File: src/rtl/multdiv_unit.sv
// multdiv_unit
//   Multi-cycle signed 32x32 multiply / 32/32 divide beside the execute-stage
//   ALU. A one-cycle strobe starts an operation; the result is available
//   33 cycles after the start edge, flagged by a one-cycle data_resultRDY.
//
// Ports
//   clock          : rising-edge clock
//   reset          : asynchronous active-low reset, clears state and outputs
//   data_operandA  : multiplicand / dividend (two's complement), start edge only
//   data_operandB  : multiplier / divisor (two's complement), start edge only
//   ctrl_MULT      : start strobe, multiply (wins over ctrl_DIV)
//   ctrl_DIV       : start strobe, divide
//   data_result    : low 32 product bits or truncated quotient (registered)
//   data_exception : multiply overflow, divide overflow or divide-by-zero
//   data_resultRDY : one-cycle pulse, result/exception valid
//   busy           : high while an operation is in flight (MUL, DIV, FIX)
module multdiv_unit (
    input  logic        clock,
    input  logic        reset,
    input  logic [31:0] data_operandA,
    input  logic [31:0] data_operandB,
    input  logic        ctrl_MULT,
    input  logic        ctrl_DIV,
    output logic [31:0] data_result,
    output logic        data_exception,
    output logic        data_resultRDY,
    output logic        busy
);

    typedef enum logic [2:0] {
        S_IDLE,
        S_MUL,
        S_DIV,
        S_FIX,
        S_DONE
    } state_t;

    state_t      state;
    logic [5:0]  cnt;
    logic [63:0] acc;       // MUL: product accumulator; DIV: quotient in [31:0]
    logic [31:0] rem;       // DIV remainder, always < divisor <= 2^31
    logic [31:0] mag_a;
    logic [31:0] mag_b;
    logic        sign_res;
    logic        op_div;

    logic        start;
    logic [31:0] abs_a;
    logic [31:0] abs_b;

    logic [32:0] mul_sum;
    logic [32:0] div_shift;
    logic [32:0] div_diff;
    logic        div_ge;

    logic [63:0] prod_signed;
    logic [31:0] quot_signed;
    logic        div_zero;
    logic        mul_exc;
    logic        div_exc;
    logic [31:0] fix_result;
    logic        fix_exc;

    assign start = ctrl_MULT | ctrl_DIV;

    // |0x80000000| wraps to 0x80000000, which is the correct unsigned 2^31.
    assign abs_a = data_operandA[31] ? (~data_operandA + 32'd1) : data_operandA;
    assign abs_b = data_operandB[31] ? (~data_operandB + 32'd1) : data_operandB;

    // Shift-add: the multiplier bit for this iteration adds the multiplicand
    // into the upper half, then the whole accumulator shifts right by one.
    // After 32 iterations bit i's contribution has landed at weight 2^i.
    assign mul_sum = {1'b0, acc[63:32]} + {1'b0, (mag_b[cnt[4:0]] ? mag_a : 32'd0)};

    // Restoring division: the 33-bit partial remainder is the held remainder
    // with the next dividend bit (MSB first) shifted in.
    assign div_shift = {rem, mag_a[5'd31 - cnt[4:0]]};
    assign div_diff  = div_shift - {1'b0, mag_b};
    assign div_ge    = ~div_diff[32];

    assign prod_signed = sign_res ? (~acc + 64'd1) : acc;
    assign quot_signed = sign_res ? (~acc[31:0] + 32'd1) : acc[31:0];
    assign div_zero    = (mag_b == 32'd0);
    assign mul_exc     = ~(&prod_signed[63:31]) & (|prod_signed[63:31]);
    // The only magnitude quotient reaching 2^31 with a positive sign is
    // 0x80000000 / -1; its raw bits already equal 0x80000000.
    assign div_exc     = div_zero | (~sign_res & acc[31]);

    always_comb begin
        fix_result = prod_signed[31:0];
        fix_exc    = mul_exc;
        if (op_div) begin
            fix_result = div_zero ? 32'd0 : quot_signed;
            fix_exc    = div_exc;
        end
    end

    always_ff @(posedge clock or negedge reset) begin
        if (!reset) begin
            state          <= S_IDLE;
            cnt            <= '0;
            acc            <= '0;
            rem            <= '0;
            mag_a          <= '0;
            mag_b          <= '0;
            sign_res       <= 1'b0;
            op_div         <= 1'b0;
            data_result    <= '0;
            data_exception <= 1'b0;
            data_resultRDY <= 1'b0;
            busy           <= 1'b0;
        end else if (start) begin
            // A start in any state aborts whatever was running.
            mag_a          <= abs_a;
            mag_b          <= abs_b;
            sign_res       <= data_operandA[31] ^ data_operandB[31];
            op_div         <= ~ctrl_MULT;
            acc            <= '0;
            rem            <= '0;
            cnt            <= '0;
            state          <= ctrl_MULT ? S_MUL : S_DIV;
            busy           <= 1'b1;
            data_resultRDY <= 1'b0;
        end else begin
            case (state)
                S_MUL: begin
                    acc <= {mul_sum, acc[31:1]};
                    cnt <= cnt + 6'd1;
                    if (cnt == 6'd31) begin
                        state <= S_FIX;
                    end
                end
                S_DIV: begin
                    rem        <= div_ge ? div_diff[31:0] : div_shift[31:0];
                    acc[31:0]  <= {acc[30:0], div_ge};
                    cnt        <= cnt + 6'd1;
                    if (cnt == 6'd31) begin
                        state <= S_FIX;
                    end
                end
                S_FIX: begin
                    data_result    <= fix_result;
                    data_exception <= fix_exc;
                    data_resultRDY <= 1'b1;
                    busy           <= 1'b0;
                    state          <= S_DONE;
                end
                S_DONE: begin
                    data_resultRDY <= 1'b0;
                    state          <= S_IDLE;
                end
                default: begin
                    state <= S_IDLE;
                end
            endcase
        end
    end

endmodule

File: config.mk
export PLATFORM = sky130hd
export DESIGN_NAME = multdiv_unit
export DESIGN_NICKNAME = d
export VERILOG_FILES = /design/src/rtl/multdiv_unit.sv
export SDC_FILE = /design/constraint.sdc
export NUM_CORES = 1
export LEC_CHECK = 0
export ABC_CLOCK_PERIOD_IN_PS = 6200
export CAP_MARGIN = 10
export CORE_MARGIN = 1.5
export CORE_UTILIZATION = 55
export DETAILED_ROUTE_END_ITERATION = 7
export PLACE_DENSITY_LB_ADDON = 0.08
export SLEW_MARGIN = 5
export SYNTH_ARGS = -nofsm -noshare
export SYNTH_HDL_FRONTEND = slang
export SYNTH_SLANG_ARGS = --single-unit
File: constraint.sdc
create_clock -name clock -period 6.2 [get_ports clock]
set_input_delay 1.24 -clock clock [delete_from_list [all_inputs] [get_ports clock]]
set_output_delay 1.24 -clock clock [all_outputs]
set_load 0.02 [all_outputs]
==> impl_metrics.ini, run 1 <==
[floorplanning]
core_area_um2 = 27930
die_w_um = 171.9
initial_core_util_pct = 56.19
io_pins = 103
die_area_um2 = 29560
std_cell_rows = 61
die_h_um = 171.9

[synth]
avgSynthCellArea_um2 = 8.279
yosysWarningCount = 0
synthesis.instances = 1896
yosys_most_used_dff = dfrtp_1
synth.distinct_cells = 72
synth_edf_count = 0
ys_ff_latch = 206
ys_seq_area_share_pct = 32.84
postSynth.asyncResetShare_pct = 100.0
syn_nets = 2034
synth_area_um2 = 15700

[worst_setup_path]
crit_slowest_cell = dfrtp_1
reg2reg_from = cnt[0]$_DFFE_PN0P_
rrSetupSlack_ns = 0.73
crit_type = reg2reg
critPathCapture = rem[30]$_DFFE_PN0P_
r2r_cells = 16
worst-path-stages = 16
worstSetupEndpointType = register
start_kind = register
slowest_delay_ns = 0.69
path_cells = buf_4 > mux4_2 > mux4_2 > mux2i_1 > ha_1 > fa_1 > nor2b_1 > o31a_1 > o31ai_1 > a21oi_1 > a21oi_1 > o31ai_2 > xnor2_2 > buf_4 > mux2i_1 > a211oi_1
worst-endpoint-required_ns = 6.55
r2r-end = rem[30]$_DFFE_PN0P_
cp_max_fo = 24
path_buf_inv = 2
cp.arrival_ns = 5.83
cp_top_family = multiplexers
worstSetupStartpoint = cnt[0]$_DFFE_PN0P_

[job]
max-cap-violations = 0

[timing]
finalCriticalPeriod_ns = 5.473
finalSetupViolCount = 0
rsz0062_at_grt = false
slew_headroom_pct = 24.09
post-route-period-util_pct = 88.27
max_freq_mhz = 182.7
skew_ns = 0.01282
tns_ns = 0
setup_ws_ns = 0.7270
drv_slew = 0
worstMarginPinSlew_ns = 1.139
hold_viol_final = 0

[clock_network]
cts_buffers = 25
clock_sinks = 206
ctsHtreeMaxLevel = 1
root_buffer = clkbuf_16
cts_resized = 0
path_clk_slew_ns = 0.07
cts_buffer_depth = 3
postCtsHoldBufs = 0
post_cts_buffers = 0
cts_tree = built
insertion_delay_ns = 0.53

[placement]
dpl.hpwl_um = 30520
gp_congestion = 0.9087
io_buffers = 102
place_ws_ns = 0.7573

[global_route]
grt.total_usage_pct = 29.15
grt_max_degree = 112
grt.overflow.total = 0
antenna_found_initial = 0
grt_pass1_vias = 13420
grt_pass1_wl_um = 69560

[hold_path]
hold_path.class = reg2reg
hold_depth = 2

[detailed_routing]
routed_via_density = 6.154
drc_errors = 0
final_antenna_net_count = 0
wire_per_inst_um = 18.35
initialDrtViolationCount = 1135
vias = 14250
drtPass1Iterations = 5
totalWireLength_um = 42480

[outcome]
status = finished, final reports clean

[finish]
area_growth_pct = 13.30
nFillCells = 2470
nNetsFinal = 2058
drive_gt1_share_pct = 6.402
diodes = 0

[pwr]
intPower_mw = 2.988
p_seq_share_pct = 36.0
p_switching_mw = 1.464
power_density_nw_per_um2 = 250.4
comb_power_share_pct = 28.1
vdd_drop_max_v = 0.0001927
leakage_nw = 7.612
switching_share_pct = 32.89
clkPwrFrac_pct = 35.9
## per-stage QoR
| step | area [µm²] | power (mW) | hold WS [ns] | utilization [%] | std cells |
|---|---|---|---|---|---|
| floorplan | 15700 | 2.433 | 0.4585 | - | 1896 |
| detailed placement | 16900 | 2.870 | 0.4695 | 60.51 | 2271 |
| finish | 17780 | 4.453 | 0.4742 | 63.66 | 2315 |
| global placement | 16900 | 2.842 | 0.4592 | 60.51 | 2271 |
| CTS | 17780 | 4.466 | 0.4835 | 63.66 | 2315 |
| global route | 17780 | 4.671 | 0.4973 | 63.66 | 2315 |
## layout make-up
cell class                      instances  area [µm²]  share of cell area [%]
Timing Repair Buffer                  118        1157                   6.508
Sequential cell                       206        5156                   28.99
Clock inverter                         13       222.7                   1.252
Tap cell                              378       473.0                   2.660
Multi-Input combinational cell       1506        9879                   55.55
Inverter                               63       236.5                   1.330
Clock buffer                           31       658.1                   3.701
## synthesized netlist by cell type, drive strengths merged, types with 40 or more instances
cell,count,area share (%)
xnor2,48,2.7
nand3,45,1.5
inv,63,1.5
nand2,275,6.6
nor2,105,2.5
a21oi,122,3.9
clkbuf,99,2.4
dfrtp,206,33
o21ai,188,6.0
o31ai,40,1.9
ha,68,5.4
xor2,117,6.5
nor3,43,1.5
nor2b,43,1.7
## flip-flops by register name (all words and copies together), names as in the netlist
| signal | cells |
|---|---|
| acc | 64 |
| busy | 1 |
| cnt | 6 |
| data_exception | 1 |
| data_result | 32 |
| data_resultRDY | 1 |
| mag_a | 32 |
| mag_b | 32 |
| op_div | 1 |
| rem | 32 |
| sign_res | 1 |
| state | 3 |
## cells by family (layout without fill, tap and decap cells)
| kind of cell | count (synthesis) | count (layout) | synth area share [%] |
|---|---|---|---|
| adders and majority gates | 70 | 70 | 5.676 |
| buffers and inverters | 184 | 225 | 4.448 |
| DFF | 206 | 206 | 32.84 |
| AOI/OAI and AO/OA | 518 | 518 | 20.49 |
| and+or+nand+nor | 692 | 692 | 21.81 |
| muxes | 61 | 61 | 5.524 |
| xor gates and xnor gates | 165 | 165 | 9.207 |
## power by group through the flow
| stage | Sequential [mW] | Clock, mW | Combinational, mW |
|---|---|---|---|
| floorplan | 1.63 | 0 | 0.807 |
| global placement | 1.62 | 0 | 1.22 |
| detailed placement | 1.63 | 0 | 1.24 |
| CTS | 1.60 | 1.61 | 1.25 |
| global route | 1.62 | 1.66 | 1.39 |
| finish | 1.60 | 1.60 | 1.25 |
## layer usage
metal / wire length (µm) / GRT usage [%] / share of wire (%) / vias to the layer above
met4: 905 / 7.486 / 2.1 / 0
li1: - / - / - / 6902
met5: 0 / 0 / 0 / -
met3: 2568 / 4.234 / 6.0 / 63
met2: 19300 / 45.99 / 45 / 452
met1: 19700 / 41.95 / 46 / 6830
## worst reg2reg max path: cells and delay by family (launching register included)
| family | cells | cell delay (ns) |
|---|---|---|
| muxes | 4 | 1.63 |
| and+or+nand+nor | 1 | 0.06 |
| AOI/OAI and AO/OA | 6 | 1.53 |
| buffers and inverters | 2 | 0.71 |
| DFF | 1 | 0.69 |
| xor gates and xnor gates | 1 | 0.18 |
| adders and majority gates | 2 | 0.48 |
## cell usage in the layout (no fill, tap or decap), types with 39 or more instances in the layout
master and n:
xnor2_1 47, o21ai_0 186, clkdlybuf4s50_1 101, ha_1 68, nor3_1 40, nand2_1 274, nor2_1 104, nand3_1 44
o31ai_1 39, xor2_1 117, nor2b_1 42, inv_1 63, a21oi_1 122, dfrtp_1 205
## how the worst min path moves through the flow
stage,from,to,slack [ns]
finish,data_result[12]$_DFFE_PN0P_,data_result[12]$_DFFE_PN0P_,0.47
floorplan,mag_a[13]$_DFFE_PN0N_,mag_a[13]$_DFFE_PN0N_,0.46
global route,data_result[19]$_DFFE_PN0P_,data_result[19]$_DFFE_PN0P_,0.50
global placement,data_result[13]$_DFFE_PN0P_,data_result[13]$_DFFE_PN0P_,0.46
CTS,data_result[23]$_DFFE_PN0P_,data_result[23]$_DFFE_PN0P_,0.48
detailed placement,data_result[13]$_DFFE_PN0P_,data_result[13]$_DFFE_PN0P_,0.47
Note: power is estimated with default switching activity, not from simulation.
==> inputs of run 2 (changes only) <==
--- a/config.mk
+++ b/config.mk
@@ -10,7 +10,7 @@
 export CORE_MARGIN = 1.5
 export CORE_UTILIZATION = 55
 export DETAILED_ROUTE_END_ITERATION = 7
-export PLACE_DENSITY_LB_ADDON = 0.08
+export PLACE_DENSITY = 0.85
 export SLEW_MARGIN = 5
 export SYNTH_ARGS = -nofsm -noshare
 export SYNTH_HDL_FRONTEND = slang
==> run 2 against run 1 <==
Compared with the run above: global-route usage about the same; critical path depth unchanged; sequential share of layout area up 0.24 points; largest cell class unchanged; utilization down 0.53 points; fmax up 4.4%; die area unchanged; first-iteration DRC count up 29%; non-clock buffer count down 2; routed wire length up 0.21%; cell area down 0.84%; critical path type unchanged; via count up 3.1%.
==> impl_metrics.ini, run 2 (synthesis gave the netlist of run 1 again) <==
[finish]
final_common_cell = nand2_1
nFillCells = 2345
final_cell_mix = nand2_1 (274), dfrtp_1 (205), o21ai_0 (186)
diodes = 0
max_flop_register = acc
final_util_pct = 63.13
area_growth_pct = 12.35
nNetsFinal = 2054
drive_gt1_share_pct = 6.159
largest_register_ffs = 64

[global_route]
antenna_found_initial = 0
grt.overflow.total = 0
grt_pass1_wl_um = 69970
grt_max_degree = 104
grt.total_usage_pct = 29.15
grt_pass1_vias = 14010

[clock_network]
cts_tree = built
path_clk_slew_ns = 0.07
cts_resized = 0
cts_buffers = 23
postCtsHoldBufs = 0
clock_sinks = 206
ctsHtreeMaxLevel = 1
cts_buffer_depth = 3
post_cts_buffers = 0
insertion_delay_ns = 0.51
root_buffer = clkbuf_16

[detailed_routing]
drtPass1Iterations = 6
wire_per_inst_um = 18.43
drc_errors = 0
final_antenna_net_count = 0
vias = 14680
totalWireLength_um = 42570
routed_via_density = 6.356
initialDrtViolationCount = 1461

[placement]
gp_congestion = 0.9175
dpl.hpwl_um = 30690
io_buffers = 102
place_ws_ns = 1.002

[timing]
max_freq_mhz = 190.7
slew_headroom_pct = 20.09
hold_viol_final = 0
setup_ws_ns = 0.9555
tns_ns = 0
drv_slew = 0
worstMarginPinSlew_ns = 1.199
finalCriticalPeriod_ns = 5.245
rsz0062_at_grt = false
finalSetupViolCount = 0
fin_hold_ws_ns = 0.4803
skew_ns = 0.01059
post-route-period-util_pct = 84.59

[floorplanning]
die_area_um2 = 29560
die_h_um = 171.9
die_w_um = 171.9
initial_core_util_pct = 56.19
io_pins = 103
core_area_um2 = 27930
std_cell_rows = 61

[worst_setup_path]
rrSetupSlack_ns = 0.96
worst-endpoint-required_ns = 6.54
r2r-end = rem[11]$_DFFE_PN0P_
slowest_delay_ns = 0.66
cp.arrival_ns = 5.58
worstSetupEndpointType = register
critPathMostFrequentCell = a21oi_1
cp_top_family = multiplexers
crit_type = reg2reg
reg2reg_from = cnt[0]$_DFFE_PN0P_
crit_slowest_cell = dfrtp_1
start_kind = register
path_buf_inv = 2
r2r_cells = 16
cp_max_fo = 19
path_cells = buf_4 > mux4_2 > mux4_2 > mux2i_1 > ha_1 > fa_1 > nor2b_1 > o31a_1 > o31ai_1 > a21oi_1 > a21oi_1 > o31ai_2 > xnor2_2 > buf_4 > mux2i_1 > a21oi_1

[hold_path]
hold_path.class = reg2reg
hold_depth = 2
hold_end = data_result[8]$_DFFE_PN0P_
min_from = data_result[8]$_DFFE_PN0P_

[job]
max-cap-violations = 0

[pwr]
vdd_drop_max_v = 0.0002033
leakage_nw = 7.539
power_density_nw_per_um2 = 241.4

[outcome]
status = finished, final reports clean
-- run 2: cell types whose count changed in the layout (fill, tap and decap cells not counted) --
cell / change
bufinv_16: -4
clkbuf_8: +3
clkbuf_16: -2
clkinv_2: -2
clkinv_4: +2
buf_12: -1
buf_4: -1
-- run 2: layer usage --
| metal | up-vias | routed length, µm | global-route usage (%) |
|---|---|---|---|
| li1 | 6896 | - | - |
| met1 | 7026 | 17980 | 39.48 |
| met2 | 650 | 20060 | 47.98 |
| met3 | 111 | 3267 | 4.074 |
| met4 | 0 | 1257 | 9.868 |
| met5 | - | 0 | 0 |
-- run 2: cell type report --
type	count	area (µm²)	share of cell area (%)
clock buffers	32	649.4	3.682
clock inverters	9	110.1	0.6244
inverters	63	236.5	1.341
multi-input cells	1506	9879	56.02
flip-flops and latches	206	5156	29.24
well taps	378	473.0	2.682
repair buffers	116	1130	6.407
-- run 2: how the worst max path moves through the flow --
stage / start / to / cells past startpoint
finish: cnt[0]$_DFFE_PN0P_ / rem[11]$_DFFE_PN0P_ / 16
global route: cnt[0]$_DFFE_PN0P_ / acc[59]$_DFFE_PN0P_ / 15
CTS: cnt[0]$_DFFE_PN0P_ / acc[59]$_DFFE_PN0P_ / 15
detailed placement: cnt[0]$_DFFE_PN0P_ / acc[59]$_DFFE_PN0P_ / 15
global placement: cnt[0]$_DFFE_PN0P_ / acc[60]$_DFFE_PN0P_ / 13
floorplan: cnt[0]$_DFFE_PN0P_ / rem[0]$_DFFE_PN0P_ / 17
-- run 2: power by group --
| part | switching [mW] | leakage (nW) | internal [mW] |
|---|---|---|---|
| Sequential | 0.153 | 2.70 | 1.47 |
| Clock | 0.570 | 0.363 | 0.816 |
| Combinational | 0.730 | 4.47 | 0.522 |
-- run 2: worst reg2reg max path, cell delays in order, from the launching register on --
cell and delay, ns:
dfrtp_1 0.66, buf_4 0.32, mux4_2 0.53, mux4_2 0.49
mux2i_1 0.28, ha_1 0.25, fa_1 0.22, nor2b_1 0.06
o31a_1 0.26, o31ai_1 0.39, a21oi_1 0.24, a21oi_1 0.32
o31ai_2 0.20, xnor2_2 0.19, buf_4 0.33, mux2i_1 0.25
a21oi_1 0.09
-- run 2: per-stage QoR --
| stage | std cells | instance area [µm²] | power [mW] |
|---|---|---|---|
| after global placement | 2269 | 16870 | 2.820 |
| after floorplan | 1896 | 15700 | 2.433 |
| final | 2310 | 17630 | 4.256 |
| after detailed placement | 2269 | 16870 | 2.869 |
| after global routing | 2310 | 17630 | 4.455 |
| after CTS | 2310 | 17630 | 4.249 |
==> inputs of run 3 (changes only) <==
--- a/config.mk
+++ b/config.mk
@@ -5,7 +5,7 @@
 export SDC_FILE = /design/constraint.sdc
 export NUM_CORES = 1
 export LEC_CHECK = 0
-export ABC_CLOCK_PERIOD_IN_PS = 6200
+export ABC_CLOCK_PERIOD_IN_PS = 5500
 export CAP_MARGIN = 10
 export CORE_MARGIN = 1.5
 export CORE_UTILIZATION = 55
==> constraint.sdc (replaced) <==
create_clock -name clock -period 5.5 [get_ports clock]
set_input_delay 1.1 -clock clock [delete_from_list [all_inputs] [get_ports clock]]
set_output_delay 1.1 -clock clock [all_outputs]
set_load 0.02 [all_outputs]
==> run 3 against run 2 <==
Compared with the run above: global-route usage down 0.70 points; largest power group unchanged; fmax is 3.5% higher; critical path type unchanged; cell area rose by 0.23%; via count is 1.1% lower.
==> impl_metrics.ini, run 3 (synthesis gave the netlist of run 1 again) <==
[outcome]
status = finished, final reports clean

[worst_setup_path]
worst-endpoint-required_ns = 5.89
start_kind = register
cp.arrival_ns = 5.46
crit_type = reg2reg
cp_max_fo = 32
worstSetupEndpointType = register

[global_route]
antenna_found_initial = 2
grt_max_degree = 112
grt.overflow.total = 0
grt_pass1_wl_um = 68530
grt.total_usage_pct = 28.45
grt_pass1_vias = 13640

[detailed_routing]
wire_per_inst_um = 18.00
drtPass1Iterations = 6
totalWireLength_um = 41660
final_antenna_net_count = 0
drc_errors = 0
initialDrtViolationCount = 1506
routed_via_density = 6.276
vias = 14520

[floorplanning]
io_pins = 103
die_h_um = 171.9
initial_core_util_pct = 56.19
die_area_um2 = 29560
die_w_um = 171.9
core_area_um2 = 27930
std_cell_rows = 61

[finish]
final_common_cell = nand2_1
fin_cells = 2314
multi_input_area_um2 = 9886
drive_gt1_share_pct = 6.463
final_cell_mix = nand2_1 (274), dfrtp_1 (204), o21ai_0 (186)
nNetsFinal = 2057
max_flop_register = acc
largest_register_ffs = 64
ff_latch_area_um2 = 5157
nFillCells = 2322
fin_area_um2 = 17670
area_growth_pct = 12.60

[placement]
io_buffers = 102
placedInstanceArea_um2 = 16920
place_ws_ns = 0.3517
dp.cells = 2273
gp_congestion = 0.9378
dpl.hpwl_um = 30230

[pwr]
intPower_mw = 3.150
p_total_mw = 4.760
p_switching_mw = 1.610
clkPwrFrac_pct = 32.2
comb_power_share_pct = 29.6
power_density_nw_per_um2 = 269.3
p_seq_share_pct = 38.1
vdd_drop_max_v = 0.0001966
leakage_nw = 7.566
switching_share_pct = 33.82

[clock_network]
ctsHtreeMaxLevel = 1
postCtsHoldBufs = 0
clock_sinks = 206
cts_buffers = 22
insertion_delay_ns = 0.52
root_buffer = clkbuf_16
path_clk_slew_ns = 0.06
cts_buffer_depth = 3
cts_tree = built

[timing]
max_freq_mhz = 197.3
finalCriticalPeriod_ns = 5.069
worstMarginPinSlew_ns = 1.176
slew_headroom_pct = 21.61
setup_ws_ns = 0.4313
rsz0062_at_grt = false
post-route-period-util_pct = 92.16
skew_ns = 0.009488
finalSetupViolCount = 0
tns_ns = 0
drv_slew = 0
hold_viol_final = 0

[job]
max-cap-violations = 0

[hold_path]
hold_path.class = reg2reg
run 3: power groups by stage:
| stage | registers, mW | logic, mW | clock network (mW) |
|---|---|---|---|
| floorplan | 1.83 | 0.909 | 0 |
| global placement | 1.83 | 1.35 | 0 |
| detailed placement | 1.84 | 1.39 | 0 |
| CTS | 1.81 | 1.40 | 1.56 |
| global route | 1.83 | 1.55 | 1.63 |
| finish | 1.82 | 1.41 | 1.53 |
run 3: timing repair:
| item | 4_1_cts | 5_1_grt |
|---|---|---|
| endpoints found under the setup margin | 0 | 6 |
| gates resized for setup | 0 | 2 |
| buffers inserted | 0 | 0 |
run 3: metrics by stage:
step	utilization, %	hold slack [ns]
after floorplan	-	0.4585
after global placement	60.56	0.4627
after detailed placement	60.56	0.4715
after CTS	63.23	0.4858
after global routing	63.27	0.5034
final	63.27	0.4809
run 3: final timing paths:
path                                             start                     endpoint  slack [ns]  cells past startpoint
setup / recovery                    cnt[0]$_DFFE_PN0P_          acc[59]$_DFFE_PN0P_        0.43                     16
hold / removal             data_result[22]$_DFFE_PN0P_  data_result[22]$_DFFE_PN0P_        0.48                      2
setup reg to reg                    cnt[0]$_DFFE_PN0P_          acc[59]$_DFFE_PN0P_        0.43                     16
hold reg to reg            data_result[22]$_DFFE_PN0P_  data_result[22]$_DFFE_PN0P_        0.48                      2
max in group asynchronous                        reset           cnt[0]$_DFFE_PN0P_        3.75                      2
min in group asynchronous                        reset          acc[63]$_DFFE_PN0P_        0.71                      1
run 3: cell type report:
type                       count  area share (%)
antenna                        2         0.02832
multi-input combinational   1506           55.93
inverter                      63           1.338
tap                          378           2.676
sequential                   206           29.18
clock inverter                12          0.8778
timing repair buffer         120           6.633
clock buffer                  27           3.334
run 3: worst max-delay path, cell delays in order (launching register included):
cell and delay, ns:
dfrtp_2 0.52, buf_4 0.27, mux4_2 0.52, mux4_2 0.48
mux2i_2 0.17, buf_4 0.33, nor2b_1 0.09, ha_1 0.38
nand4_1 0.21, nor3_1 0.23, o31ai_1 0.17, a211o_1 0.34
a21boi_0 0.39, nor3b_1 0.12, or3b_2 0.49, mux2i_1 0.15
a21oi_1 0.07
run 3: routing by layer:
layer	track usage, %	part of all wire (%)
met2	47.02	46
met3	3.388	7.8
met1	39.25	43
met4	8.355	2.8
met5	0	0
